`config.mk`:
```
export PLATFORM = sky130hd
export DESIGN_NAME = heaa_share_arbiter
export DESIGN_NICKNAME = d
export VERILOG_FILES = /design/src/rtl/heaa_share_arbiter.sv
export SDC_FILE = /design/constraint.sdc
export NUM_CORES = 1
export LEC_CHECK = 0
export CAP_MARGIN = 5
export CORE_ASPECT_RATIO = 0.6
export CORE_MARGIN = 2
export CORE_UTILIZATION = 40
export DETAILED_ROUTE_END_ITERATION = 8
export PLACE_DENSITY_LB_ADDON = 0.08
export SETUP_SLACK_MARGIN = 0.1
export SLEW_MARGIN = 20
export SYNTH_ARGS = -nofsm -noshare
export SYNTH_HDL_FRONTEND = slang
export SYNTH_SLANG_ARGS = --single-unit
```
`constraint.sdc`:
```
create_clock -name clk -period 5.27 [get_ports clk]
set_clock_uncertainty 0.2 [all_clocks]
set_input_delay 1.054 -clock clk [delete_from_list [all_inputs] [get_ports clk]]
set_output_delay 1.054 -clock clk [all_outputs]
set_load 0.01 [all_outputs]
```
`src/rtl/heaa_share_arbiter.sv`:
```
// Two-requester front end for a shared HEAA approximate adder. A round-robin
// arbiter feeds one registered result slot that drains over valid/ready.
module heaa_share_arbiter #(
    parameter int WIDTH = 32,
    parameter int INACC = 11,
    parameter int CNT_W = 16
) (
    input  logic             clk,
    input  logic             rst,
    input  logic             req0_valid,
    output logic             req0_ready,
    input  logic [WIDTH-1:0] req0_a,
    input  logic [WIDTH-1:0] req0_b,
    input  logic             req0_exact,
    input  logic             req1_valid,
    output logic             req1_ready,
    input  logic [WIDTH-1:0] req1_a,
    input  logic [WIDTH-1:0] req1_b,
    input  logic             req1_exact,
    output logic             rsp_valid,
    input  logic             rsp_ready,
    output logic [WIDTH:0]   rsp_sum,
    output logic             rsp_id,
    output logic [CNT_W-1:0] approx_cnt
);
    localparam int UP_W = WIDTH - INACC;

    logic             rsp_valid_q;
    logic [WIDTH:0]   rsp_sum_q;
    logic             rsp_id_q;
    logic [CNT_W-1:0] approx_cnt_q;
    logic             ptr_q;

    logic             slot_free;
    logic             contended;
    logic             grant0;
    logic             grant1;
    logic             grant_any;
    logic [WIDTH-1:0] sel_a;
    logic [WIDTH-1:0] sel_b;
    logic             sel_exact;
    logic [INACC-2:0] low_or;
    logic             pivot_x;
    logic             pivot_c;
    logic [UP_W:0]    upper_sum;
    logic [WIDTH:0]   approx_sum;
    logic [WIDTH:0]   exact_sum;
    logic [WIDTH:0]   rsp_sum_d;

    // A slot that drains this cycle can be refilled on the same edge.
    assign slot_free = !rsp_valid_q || rsp_ready;
    assign contended = req0_valid && req1_valid;
    assign grant0    = !rst && slot_free && req0_valid && (!req1_valid || !ptr_q);
    assign grant1    = !rst && slot_free && req1_valid && (!req0_valid || ptr_q);
    assign grant_any = grant0 || grant1;

    assign sel_a     = grant1 ? req1_a     : req0_a;
    assign sel_b     = grant1 ? req1_b     : req0_b;
    assign sel_exact = grant1 ? req1_exact : req0_exact;

    genvar gi;
    generate
        for (gi = 0; gi < INACC - 1; gi++) begin : g_low
            assign low_or[gi] = sel_a[gi] | sel_b[gi];
        end
    endgenerate

    // The top approximated bit generates the carry into the exact upper adder.
    assign pivot_x   = sel_a[INACC-1] ^ sel_b[INACC-1];
    assign pivot_c   = sel_a[INACC-1] & sel_b[INACC-1];
    assign upper_sum = {1'b0, sel_a[WIDTH-1:INACC]} + {1'b0, sel_b[WIDTH-1:INACC]}
                     + {{UP_W{1'b0}}, pivot_c};

    assign approx_sum = {upper_sum, pivot_x, low_or};
    assign exact_sum  = {1'b0, sel_a} + {1'b0, sel_b};
    assign rsp_sum_d  = sel_exact ? exact_sum : approx_sum;

    always_ff @(posedge clk) begin
        if (rst) begin
            rsp_valid_q  <= 1'b0;
            rsp_sum_q    <= '0;
            rsp_id_q     <= 1'b0;
            approx_cnt_q <= '0;
            ptr_q        <= 1'b0;
        end else begin
            if (grant_any) begin
                rsp_valid_q <= 1'b1;
                rsp_sum_q   <= rsp_sum_d;
                rsp_id_q    <= grant1;
            end else if (rsp_ready) begin
                rsp_valid_q <= 1'b0;
            end
            if (grant_any && !sel_exact) begin
                approx_cnt_q <= approx_cnt_q + 1'b1;
            end
            if (grant_any && contended) begin
                ptr_q <= ~ptr_q;
            end
        end
    end

    assign req0_ready = grant0;
    assign req1_ready = grant1;
    assign rsp_valid  = rsp_valid_q;
    assign rsp_sum    = rsp_sum_q;
    assign rsp_id     = rsp_id_q;
    assign approx_cnt = approx_cnt_q;
endmodule

```
==> metrics <==
wire per inst=15.7 um; Max VDD drop=147 uV; vias per inst=5.27; TritonCTS clock tree=done; non-filler cells, final=984; register area=1040 um^2; initial DRC count=239; part of the power in registers=0.278; Routability Congestion=0.905; dominant cells by area after synthesis=dfxtp_1 (22%), mux2_2 (15%), ha_1 (11%); clk_lat worst skew=290 ps; largest net degree at the start of global routing=52; Least-Margin Pin Slew=1010 ps; Final ANT Viol Nets=0; Sink Count=52; cell with the most instances after synthesis=mux2_2; fin nets=1004; worst path buffer plus inverter count=10; status=finished, final reports clean; Commonest cells post-synth=mux2_2 (65), nor2_1 (55), dfxtp_1 (52), nand2_1 (45), ha_1 (43); fin crit share=0.922; # DRC=0; clock buffer depth=2; die width=144 um; IO Count=188; Synth top area share=0.220; required time worst endpoint=5200 ps; Final Hold Viols=0; LEAKAGE=0.00321 uW; vias in the first global route=4824; Syn Inst Count=576; CTS Buf Count=5; HPWL after detailed placement=12000 um; CTS H-tree lvls=2; synthesized area per cell=8.22 um^2; Crit-path slowest cell=mux2_2; CORE AREA=11400 um^2; FF+latch count, synth=52; Syn Std Cell Area=4730 um^2; sw power=562 uW; Crit. End Element=flip-flop; first-pass GRT wire length=23400 um; worst hold slack=252 ps; CP top delay family=buffers and inverters; Mapped Nets=757; crit-path most repeated cell=buf_4; ant diodes=0; Rel. slew slack=0.326; Die Y=88.3 um; ys async rst share=0; # rows=30; Layout area overhead=62.3%; clock share of power=0.208; port bufs=187; share of cells above drive strength 1=0.235; CP Max Fanout=7; Global Route Usage Sum=0.229; fillers=928; area leader, netlist=dfxtp_1; via count=5189; Fmax=206 MHz; number of enable flip-flop cells after synthesis=0; switch share=0.346; CP startpoint kind=input port; Comb power frac=0.514; synth unique cells=58; top_reg_cell synth=dfxtp_1; Initial Utilization=0.415; Overflow after GRT=0; RSZ-0062 raised after global routing=false; Multi-input gate area=3640 um^2; worst min path class=flip-flop to flip-flop; Die ar.=12700 um^2; P_int=1060 uW; antenna violations before repair=0; min cycle time layout=4860 ps; CP Class=input port to flip-flop; Final Max Slew Viols=0; CP arrival=4790 ps; Post-Route WL=15500 um; crit-path cells=dlymetal6s2s_1 > nor2b_2 > nor4_4 > buf_4 > buf_12 > buf_8 > buf_4 > mux2_2 > inv_2 > fa_2 > inv_1 > fa_2 > nand3_1 > nand2_1 > nor3_2 > buf_4 > a311oi_2 > a211oi_2 > buf_4 > o41ai_4 > buf_4 > o31ai_4 > xor2_1 > o21ai_1; max cap viols=0; cell total after placement=957; drt pass-1 iters=5; clock root buffer=clkbuf_16; Synth warnings=0; power per cell area=212 nW/um^2; final setup violating endpoints=0; Worst path max stage delay=340 ps; clk slew on worst S/H paths=70 ps; sequential element share of the synthesized area=0.220
registers in the layout (all words and copies together), names as in the netlist:
signal / count
approx_cnt: 16
rsp_valid: 1
ptr_q: 1
rsp_id: 1
rsp_sum: 33
worst min-delay path: cells and delay by family, from the launching register on:
| family | cells | cell delay [ps] |
|---|---|---|
| AO/OA/AOI/OAI | 1 | 50 |
| AND/OR/NAND/NOR | 1 | 50 |
| flip-flops | 1 | 310 |
routing by layer:
metal / track usage / vias up / routed length, um
met5: 0 / - / 0
met4: 0.0441 / 0 / 184
met3: 0.0346 / 16 / 1200
met2: 0.352 / 236 / 6430
met1: 0.341 / 2387 / 7680
li1: - / 2550 / -
cell families (layout without fill, tap and decap cells):
kind of cell	Yosys count	after routing	synth area share
AOI/OAI and AO/OA	127	127	0.186
xor gates and xnor gates	42	42	0.0777
adders and majority gates	46	46	0.126
buffers and inverters	62	310	0.0500
DFF	52	52	0.220
muxes	66	66	0.157
and+or+nand+nor	181	181	0.183
area by class of cell:
cell class              count  area share
well taps                 160      0.0261
inverters                  31      0.0151
repair buffers            271       0.330
multi-input cells         462       0.474
clock buffers               5      0.0163
clock inverters             3     0.00326
flip-flops and latches     52       0.135
placed cells by master (no fill, tap or decap), types with 3 or more instances in the layout:
master           Yosys  final
o21a_1               3      3
nor3_1              16     15
dfxtp_1             52     52
ha_1                43     36
nand3_1             12     12
a21o_1              13     13
inv_1               31     29
a21oi_2              0      3
nand2_1             45     45
nor2b_1              5      3
buf_4                0     80
a31oi_1              9      9
and2_1               3      3
o21ai_1              3      4
and3_1              12     12
clkbuf_16            0      5
a211oi_1            16     16
ha_4                 0      6
mux2_2              65     65
o21ai_0             15     13
nor2_1              55     55
and4_1               4      4
xor2_1              25     25
clkdlybuf4s50_1      0    183
o21bai_1             5      5
nor3b_1              3      3
nand2b_1             7      7
nand4_1              7      7
a21oi_1             38     35
xnor2_1             17     17
dlymetal6s2s_1       0      3
what timing repair did:
| action | in CTS | in global routing |
|---|---|---|
| pin swaps | 2 | 8 |
| hold buffers | 0 | 0 |
| endpoints found under the setup margin | 4 | 10 |
| buffers inserted | 1 | 18 |
| gates resized for setup | 1 | 40 |
worst paths after layout:
check	start	to	slack, ps	cells past startpoint
setup reg to reg	rsp_valid	rsp_sum[29]	930	23
hold reg to reg	rsp_sum[24]	rsp_sum[24]	250	2
setup / recovery	req0_valid	rsp_sum[29]	410	24
hold / removal	rsp_sum[24]	rsp_sum[24]	250	2
through the flow:
step	TNS [ps]	setup WS (ps)	instance area, um^2	util	total power (uW)
6_report	0	411	7680	0.673	1630
5_1_grt	0	288	7680	0.673	1720
4_1_cts	0	106	7360	0.645	1570
3_5_place_dp	-1530	-279	7200	0.631	1230
3_3_place_gp	-193	-50.4	7200	0.631	1210
2_1_floorplan	0	35.8	4740	-	874
power by group through the flow:
stage / Clock (uW) / Sequential (uW) / Combinational [uW]
after floorplan: 0 / 473 / 401
after global placement: 0 / 460 / 751
after detailed placement: 0 / 461 / 766
after CTS: 344 / 452 / 774
after global routing: 357 / 456 / 906
final: 338 / 452 / 836
(Power assumes the default switching activity.)
==> edit, RTL diff (same settings) <==
Set the parameter `INACC` to 12 (it was 11).
--- a/src/rtl/heaa_share_arbiter.sv
+++ b/src/rtl/heaa_share_arbiter.sv
@@ -2,7 +2,7 @@
 // arbiter feeds one registered result slot that drains over valid/ready.
 module heaa_share_arbiter #(
     parameter int WIDTH = 32,
-    parameter int INACC = 11,
+    parameter int INACC = 12,
     parameter int CNT_W = 16
 ) (
     input  logic             clk,
Formal check against the unedited RTL: not equivalent (Yosys sat finds a counterexample within 4 cycles, from zero or initial values and one cycle with rst high).
==> edit against the unedited design <==
Cell area fell by 5.0%. Setup slack got worse by 0.11 ns. Via count fell by 1.3%. Cell count fell by 2.8%. Sequential share of layout area rose by 0.71 points. Routed wire length rose by 1.3%. Critical endpoint is now rsp_sum[28]. Synthesized cell count rose by 2.1%. Total power fell by 2.8%. Synthesized area rose by 1.5%. First-iteration DRC count rose by 2.5%. Critical path depth fell by 7. Die area rose by 1.5%. Sequential cell count did not move.
==> edit: results (changes against the unedited design) <==
Finish:
- The share of final-layout standard cells stronger than drive strength 1 is 16.21% (-7.3 points).
- The net count of the finished layout is 977 (-2.7%).

Place:
- The cell area after placement is 7072 µm² (-1.8%).
- The post-DP HPWL is 12.24 mm (+2.1%).
- The number of placed instances with taps included came to 944 (-1.4%).

Global route:
- The via count of the first global-routing pass is 5028 (+4.2%).
- The overall fraction of global-route tracks in use is 23.76% (+0.90 points).

Route:
- The detailed-router iteration count before antenna repair is 4 (-1).
- The wire length per cell after detailed routing was 16.42 µm (+4.2%).
- The average vias per placed instance came to 5.360 (+1.6%).
- The initial detailed-routing violation count is 245 (+2.5%).

Logic synthesis:
- The adder-cell area share of the yosys netlist was 12.71% (+0.070 points).
- The commonest cells after synthesis are sky130_fd_sc_hd__mux2_2 (64), sky130_fd_sc_hd__dfxtp_1 (52), sky130_fd_sc_hd__nor2_1 (46).
- The average footprint of a synthesized cell is 8.173 µm² (-0.54%).
- The part of the Yosys area used for sequential elements is 21.66% (-0.33 points).
- The synthesized netlist net count is 770 (+1.7%).
- The count of unique library cells instantiated by Yosys came to 48 (-17%).
- The post-synthesis compound-gate area fraction is 19.24% (+0.63 points).
- By area the synthesized netlist is led by sky130_fd_sc_hd__dfxtp_1 (22%), sky130_fd_sc_hd__mux2_2 (15%), sky130_fd_sc_hd__ha_1 (11%), sky130_fd_sc_hd__a21oi_1 (4.7%), sky130_fd_sc_hd__xor2_1 (3.8%).

Worst setup path:
- The maximum fanout count along the critical path is 14 (+7).
- The length in cells of the worst reg-to-reg path is 16 (-30%).
- The register-to-register setup slack is 1.14 ns (+0.21 ns).
- The slowest cell on the critical path is sky130_fd_sc_hd__clkdlybuf4s50_1.
- The kind of cell adding the most delay to the critical path is compound AO/OA/AOI/OAI gates.
- The endpoint of the most critical register-to-register path is rsp_sum[28].
- The data arrival time at the worst-slack endpoint was 4.97 ns (+0.18 ns).

Run status:
- The run finished with clean final reports.

Pwr:
- The switching power came to 0.5581 mW (-0.67%).
- The sequential share of power came to 29.1% (+1.3 points).
- The power dissipated in combinational cells is 0.770 mW (-7.9%).

Worst hold path:
- For hold timing, the worst endpoint is rsp_sum[2].
- The worst hold path begins at rsp_sum[2].

STA:
- The slew at the pin closest to its max-slew limit was 0.6519 ns (-0.3549 ns).
edit: cell types whose count changed in the layout (fill, tap and decap cells not counted), sizes merged, moves of 6 or more:
cell,change
a21oi,+7
a31oi,-6
buf,-43
nand2,-6
nand3,+9
nand3b,+12
nor2,-10
o21ai,+14
edit: layout make-up:
cell class                 count  area [µm²]  share of cell area [%]
inverter                      33       123.9                   1.697
timing repair buffer         229        2216                   30.36
clock inverter                 3       25.02                  0.3428
multi-input combinational    474        3568                   48.89
clock buffer                   5       125.1                   1.714
sequential                    52        1041                   14.26
tap                          160       200.2                   2.743
edit: per-layer routing:
layer	GRT usage, %	wire, µm
met4	5.526	244
met5	0	0
met2	39.42	6846
met1	31.17	7395
met3	6.837	1207
edit: worst min-delay path: cells and delay by family (launching register included):
family          cells  cell delay (ns)
flops               1             0.31
simple gates        1             0.05
compound gates      1             0.05
edit: timing repair:
item	CTS	global route
pin swaps	0	4
resized for setup	2	5
cloned	0	1
endpoints found under the hold margin	0	0
setup endpoints to repair	1	11
buffers inserted	0	3
